`config.mk`:
```
export PLATFORM = sky130hd
export DESIGN_NAME = uart_rx_port
export DESIGN_NICKNAME = d
export VERILOG_FILES = /design/src/rtl/uart_rx_port_pkg.sv /design/src/rtl/tick_gen.sv /design/src/rtl/uart_rx_port.sv
export SDC_FILE = /design/constraint.sdc
export NUM_CORES = 1
export LEC_CHECK = 0
export CAP_MARGIN = 25
export CORE_ASPECT_RATIO = 1.4
export CORE_MARGIN = 10
export CORE_UTILIZATION = 45
export CTS_CLUSTER_SIZE = 28
export DETAILED_ROUTE_END_ITERATION = 16
export PLACE_DENSITY = 0.74
export SYNTH_ARGS = -nofsm -noshare
export SYNTH_HDL_FRONTEND = slang
export SYNTH_SLANG_ARGS = --single-unit
```
`constraint.sdc`:
```
create_clock -name clk -period 5.5 [get_ports clk]
set_clock_uncertainty 0.15 [all_clocks]
set_input_delay 1.375 -clock clk [delete_from_list [all_inputs] [get_ports clk]]
set_output_delay 1.375 -clock clk [all_outputs]
set_load 0.02 [all_outputs]
```
`src/rtl/uart_rx_port_pkg.sv`:
```
// Shared UART receiver definitions: state encoding and frame timing constants.
package uart_rx_port_pkg;

  typedef enum logic [2:0] {
    StIdle,
    StStart,
    StData,
    StStop,
    StWaitIdle
  } rx_state_e;

  localparam int unsigned OversampleTicks = 16;
  localparam int unsigned MidTick         = 7;
  localparam int unsigned DataBits        = 8;

endpackage

```
`src/rtl/tick_gen.sv`:
```
// Oversample prescaler: one-cycle tick every clk_div cycles while enabled, held at 0 otherwise.
module tick_gen #(
  parameter int unsigned clk_div = 27
) (
  input  logic clk,
  input  logic reset,
  input  logic enable,
  output logic tick
);

  localparam logic [15:0] LastCnt = 16'(clk_div - 1);

  logic [15:0] cnt_q, cnt_d;

  assign tick = enable && (cnt_q == LastCnt);

  always_comb begin
    cnt_d = cnt_q;
    if (!enable || cnt_q == LastCnt) begin
      cnt_d = 16'd0;
    end else begin
      cnt_d = cnt_q + 16'd1;
    end
  end

  always_ff @(posedge clk) begin
    if (reset) begin
      cnt_q <= 16'd0;
    end else begin
      cnt_q <= cnt_d;
    end
  end

endmodule

```
`src/rtl/uart_rx_port.sv`:
```
// 8N1 UART receiver with 16x oversampling; delivers each good byte as a one-cycle port write.
module uart_rx_port
  import uart_rx_port_pkg::*;
#(
  parameter int unsigned clk_div    = 27,
  parameter bit          stop_check = 1'b1
) (
  input  logic       clk,
  input  logic       reset,
  input  logic       rx,
  output logic [7:0] port_in,
  output logic       port_write,
  output logic       frame_err,
  output logic       busy
);

  localparam logic [3:0] LastTick = 4'(OversampleTicks - 1);
  localparam logic [3:0] MidCnt   = 4'(MidTick);
  localparam logic [2:0] LastBit  = 3'(DataBits - 1);

  rx_state_e   state_q, state_d;
  logic        rx_meta_q, rx_meta_d;
  logic        rx_s_q, rx_s_d;
  logic [3:0]  tick_cnt_q, tick_cnt_d;
  logic [2:0]  bit_cnt_q, bit_cnt_d;
  logic [7:0]  shift_q, shift_d;
  logic [7:0]  port_in_q, port_in_d;
  logic        port_write_q, port_write_d;
  logic        frame_err_q, frame_err_d;
  logic        busy_q, busy_d;
  logic        tick;

  tick_gen #(
    .clk_div(clk_div)
  ) u_tick_gen (
    .clk   (clk),
    .reset (reset),
    .enable(state_q != StIdle),
    .tick  (tick)
  );

  always_comb begin
    state_d      = state_q;
    rx_meta_d    = rx;
    rx_s_d       = rx_meta_q;
    tick_cnt_d   = tick ? tick_cnt_q + 4'd1 : tick_cnt_q;
    bit_cnt_d    = bit_cnt_q;
    shift_d      = shift_q;
    port_in_d    = port_in_q;
    port_write_d = 1'b0;
    frame_err_d  = 1'b0;

    unique case (state_q)
      StIdle: begin
        tick_cnt_d = 4'd0;
        bit_cnt_d  = 3'd0;
        if (!rx_s_q) begin
          state_d = StStart;
        end
      end
      StStart: begin
        // Mid-start sample rejects glitches shorter than half a bit.
        if (tick && tick_cnt_q == MidCnt) begin
          if (rx_s_q) begin
            state_d = StIdle;
          end else begin
            state_d    = StData;
            tick_cnt_d = 4'd0;
            bit_cnt_d  = 3'd0;
          end
        end
      end
      StData: begin
        if (tick && tick_cnt_q == LastTick) begin
          shift_d[bit_cnt_q] = rx_s_q;
          bit_cnt_d          = bit_cnt_q + 3'd1;
          if (bit_cnt_q == LastBit) begin
            state_d = StStop;
          end
        end
      end
      StStop: begin
        if (tick && tick_cnt_q == LastTick) begin
          if (rx_s_q || !stop_check) begin
            port_in_d    = shift_q;
            port_write_d = 1'b1;
            state_d      = StIdle;
          end else begin
            frame_err_d = 1'b1;
            state_d     = StWaitIdle;
          end
        end
      end
      StWaitIdle: begin
        if (rx_s_q) begin
          state_d = StIdle;
        end
      end
      default: state_d = StIdle;
    endcase

    busy_d = (state_d != StIdle);
  end

  always_ff @(posedge clk) begin
    if (reset) begin
      state_q      <= StIdle;
      rx_meta_q    <= 1'b1;
      rx_s_q       <= 1'b1;
      tick_cnt_q   <= 4'd0;
      bit_cnt_q    <= 3'd0;
      shift_q      <= 8'h00;
      port_in_q    <= 8'h00;
      port_write_q <= 1'b0;
      frame_err_q  <= 1'b0;
      busy_q       <= 1'b0;
    end else begin
      state_q      <= state_d;
      rx_meta_q    <= rx_meta_d;
      rx_s_q       <= rx_s_d;
      tick_cnt_q   <= tick_cnt_d;
      bit_cnt_q    <= bit_cnt_d;
      shift_q      <= shift_d;
      port_in_q    <= port_in_d;
      port_write_q <= port_write_d;
      frame_err_q  <= frame_err_d;
      busy_q       <= busy_d;
    end
  end

  assign port_in    = port_in_q;
  assign port_write = port_write_q;
  assign frame_err  = frame_err_q;
  assign busy       = busy_q;

endmodule

```
==> reports/results.ini <==
[die]
coreArea_mm2=0.004842
placementRows=30
design.portCount=14
start_util=0.4628
die_y_um=103.5
die_w_um=79.64
dieArea_mm2=0.008242

[logic_synthesis]
yosysTopAreaCell=dfxtp_1
ys_ff_latch=47
synth.avg_cell_area_um2=8.928
ys_top_cells_by_area=dfxtp_1, nor2_1, xor2_1
syn_area_mm2=0.002241
yosysWarnings=0
synth_cells=251
syn_nets=259
synth_top_area_frac=0.4199
synth_ff_type=dfxtp_1
synth_common_cells=dfxtp_1, nor2_1, nand2_1
synthArstFlopShare=0
yosysMostFrequentCell=dfxtp_1
ys_seq_area_frac=0.4199
yosysUniqueCellTypes=45
synth-edff-count=0

[placement]
routabilityCongestion=0.7895
post-place-ws_ns=1.976
io_buffers=13
hpwl_mm=3.128

[global_route]
grt_first_pass_wirelength_mm=7.686
antenna_found_initial=0
grt_max_degree=27
grt_overflow=0
grtUsageTotal=0.1123
grt_pass1_vias=1718

[setup_path]
crit_path_start_kind=input pin
critPathCaptureType=flop
worstSetupPathType=input pin to flop
worstPathArrival_ns=3.23
cp.required_ns=5.55
cp_max_fo=26

[detailed_routing]
drcViolationCount=0
drtPass1Iterations=4
drt_iter0_drc=132
routed_wl_mm=4.329
vias=1773
viasPerCell=5.472
ant_nets=0
post_drt_wl_per_cell_um=13.36

[clocking]
cts_buffer_depth=2
cts-hold-fix-buffers=0
cts_tree=done
cts.sinks=47
clkLatencyLatePin_ns=0.30
clk_pin_slew_ns=0.09
cts_resized=0
cts-root-buf=clkbuf_8
htreeDepth=2
cts_buffers=5
post_cts_buffers=0

[power_and_ir_drop]
power_leakage_uw=0.0008427
p_switching_uw=126.5
p_seq_frac=0.612
p_int_uw=436.6
clock_power_share=0.361
swShare=0.2246
combPwrFrac=0.027
p_total_uw=563.1
power_density_mw_per_mm2=225.8
ir_drop_mv=0.1742

[outcome]
status=complete, no violations

[timing]
final_max_slew_viol_count=0
fmax_mhz=314.7
finalSetupTns_ns=0
finalHoldViolCount=0
holdWs_ns=0.2671
setup-violations-final=0
slew_headroom=0.4147
setup_ws_ns=2.322
period_share=0.5778
rsz0062_at_grt=no
tightest_slew_ns=0.8752
post-route-min-period_ns=3.178

[layout]
num-nets-final=267
seq_area_um2=940.9
syn_to_final_growth_pct=11.28
multi_input_area_mm2=0.001224
drive_gt1_frac=0.07692
fillers=469
antenna_cells=0

[hold_path]
hold_class=flop to flop

[flow_run]
drv_cap=0

[metal layers]
layer  vias to the layer above  part of all wire  GRT usage
met2                        20              0.52     0.2004
li1                        905                 -          -
met4                         0             0.016    0.04288
met3                         8             0.032    0.02595
met1                       840              0.43     0.1255
met5                         -                 0          0
[logic make-up (layout without fill, tap and decap cells)]
| logic type | Yosys count | after routing | synth area share |
|---|---|---|---|
| flops | 47 | 47 | 0.4199 |
| xor+xnor | 17 | 17 | 0.06644 |
| mux | 9 | 9 | 0.04076 |
| compound gates | 31 | 31 | 0.08989 |
| simple gates | 122 | 122 | 0.3210 |
| fa+ha+maj | 5 | 5 | 0.02792 |
| buf+inv | 20 | 29 | 0.03406 |
[power by group through the flow]
stage                     registers [uW]  clock network (uW)  logic (uW)
after global routing                 345                 222        17.2
final                                345                 203        15.2
after detailed placement             353                   0        15.4
after CTS                            345                 207        15.4
after floorplan                      351                   0        11.8
after global placement               353                   0        15.3
[sequential cells by signal, indices dropped and copies added (netlist names)]
signal	cells
rx_meta_q	1
u_tick_gen.cnt_q	16
state_q	3
tick_cnt_q	4
bit_cnt_q	3
port_write	1
port_in	8
frame_err	1
shift_q	8
rx_s_q	1
busy	1
[area by class of cell]
type,instances,share of cell area
Multi-Input combinational cell,184,0.4907
Inverter,7,0.01054
Tap cell,64,0.03211
Clock buffer,6,0.02910
Timing Repair Buffer,14,0.05519
Sequential cell,47,0.3773
Clock inverter,2,0.005018
[per-stage QoR]
stage	instances	util	area, um2
2_1_floorplan	251	-	2241
3_3_place_gp	316	0.4974	2409
3_5_place_dp	316	0.4974	2409
4_1_cts	324	0.5150	2494
5_1_grt	324	0.5150	2494
6_report	324	0.5150	2494
[layout by cell type (no fill, tap or decap), types with 7 or more instances in the layout]
master,netlist,layout
dfxtp_1,47,47
nor2_1,38,38
nand2_1,13,13
clkdlybuf4s50_1,0,13
xor2_1,12,12
nand3_1,11,11
nand4_1,11,11
a21oi_1,10,10
mux2i_1,8,8
inv_1,7,7
[worst max-delay path: stages]
cell and delay, ns:
clkdlybuf4s50_1 0.86, nor2_1 0.37, nand2_1 0.12, or4_1 0.41, o31ai_1 0.08
[final timing paths]
path	startpoint	end	depth (start not counted)	slack (ns)
worst min-delay path	rx_meta_q	rx_s_q	1	0.27
worst min register to register	rx_meta_q	rx_s_q	1	0.27
worst max register to register	u_tick_gen.cnt_q[0]	port_in[1]	7	3.13
worst max-delay path	reset	bit_cnt_q[0]	5	2.32
No activity file was read; power rests on OpenSTA's default activity.
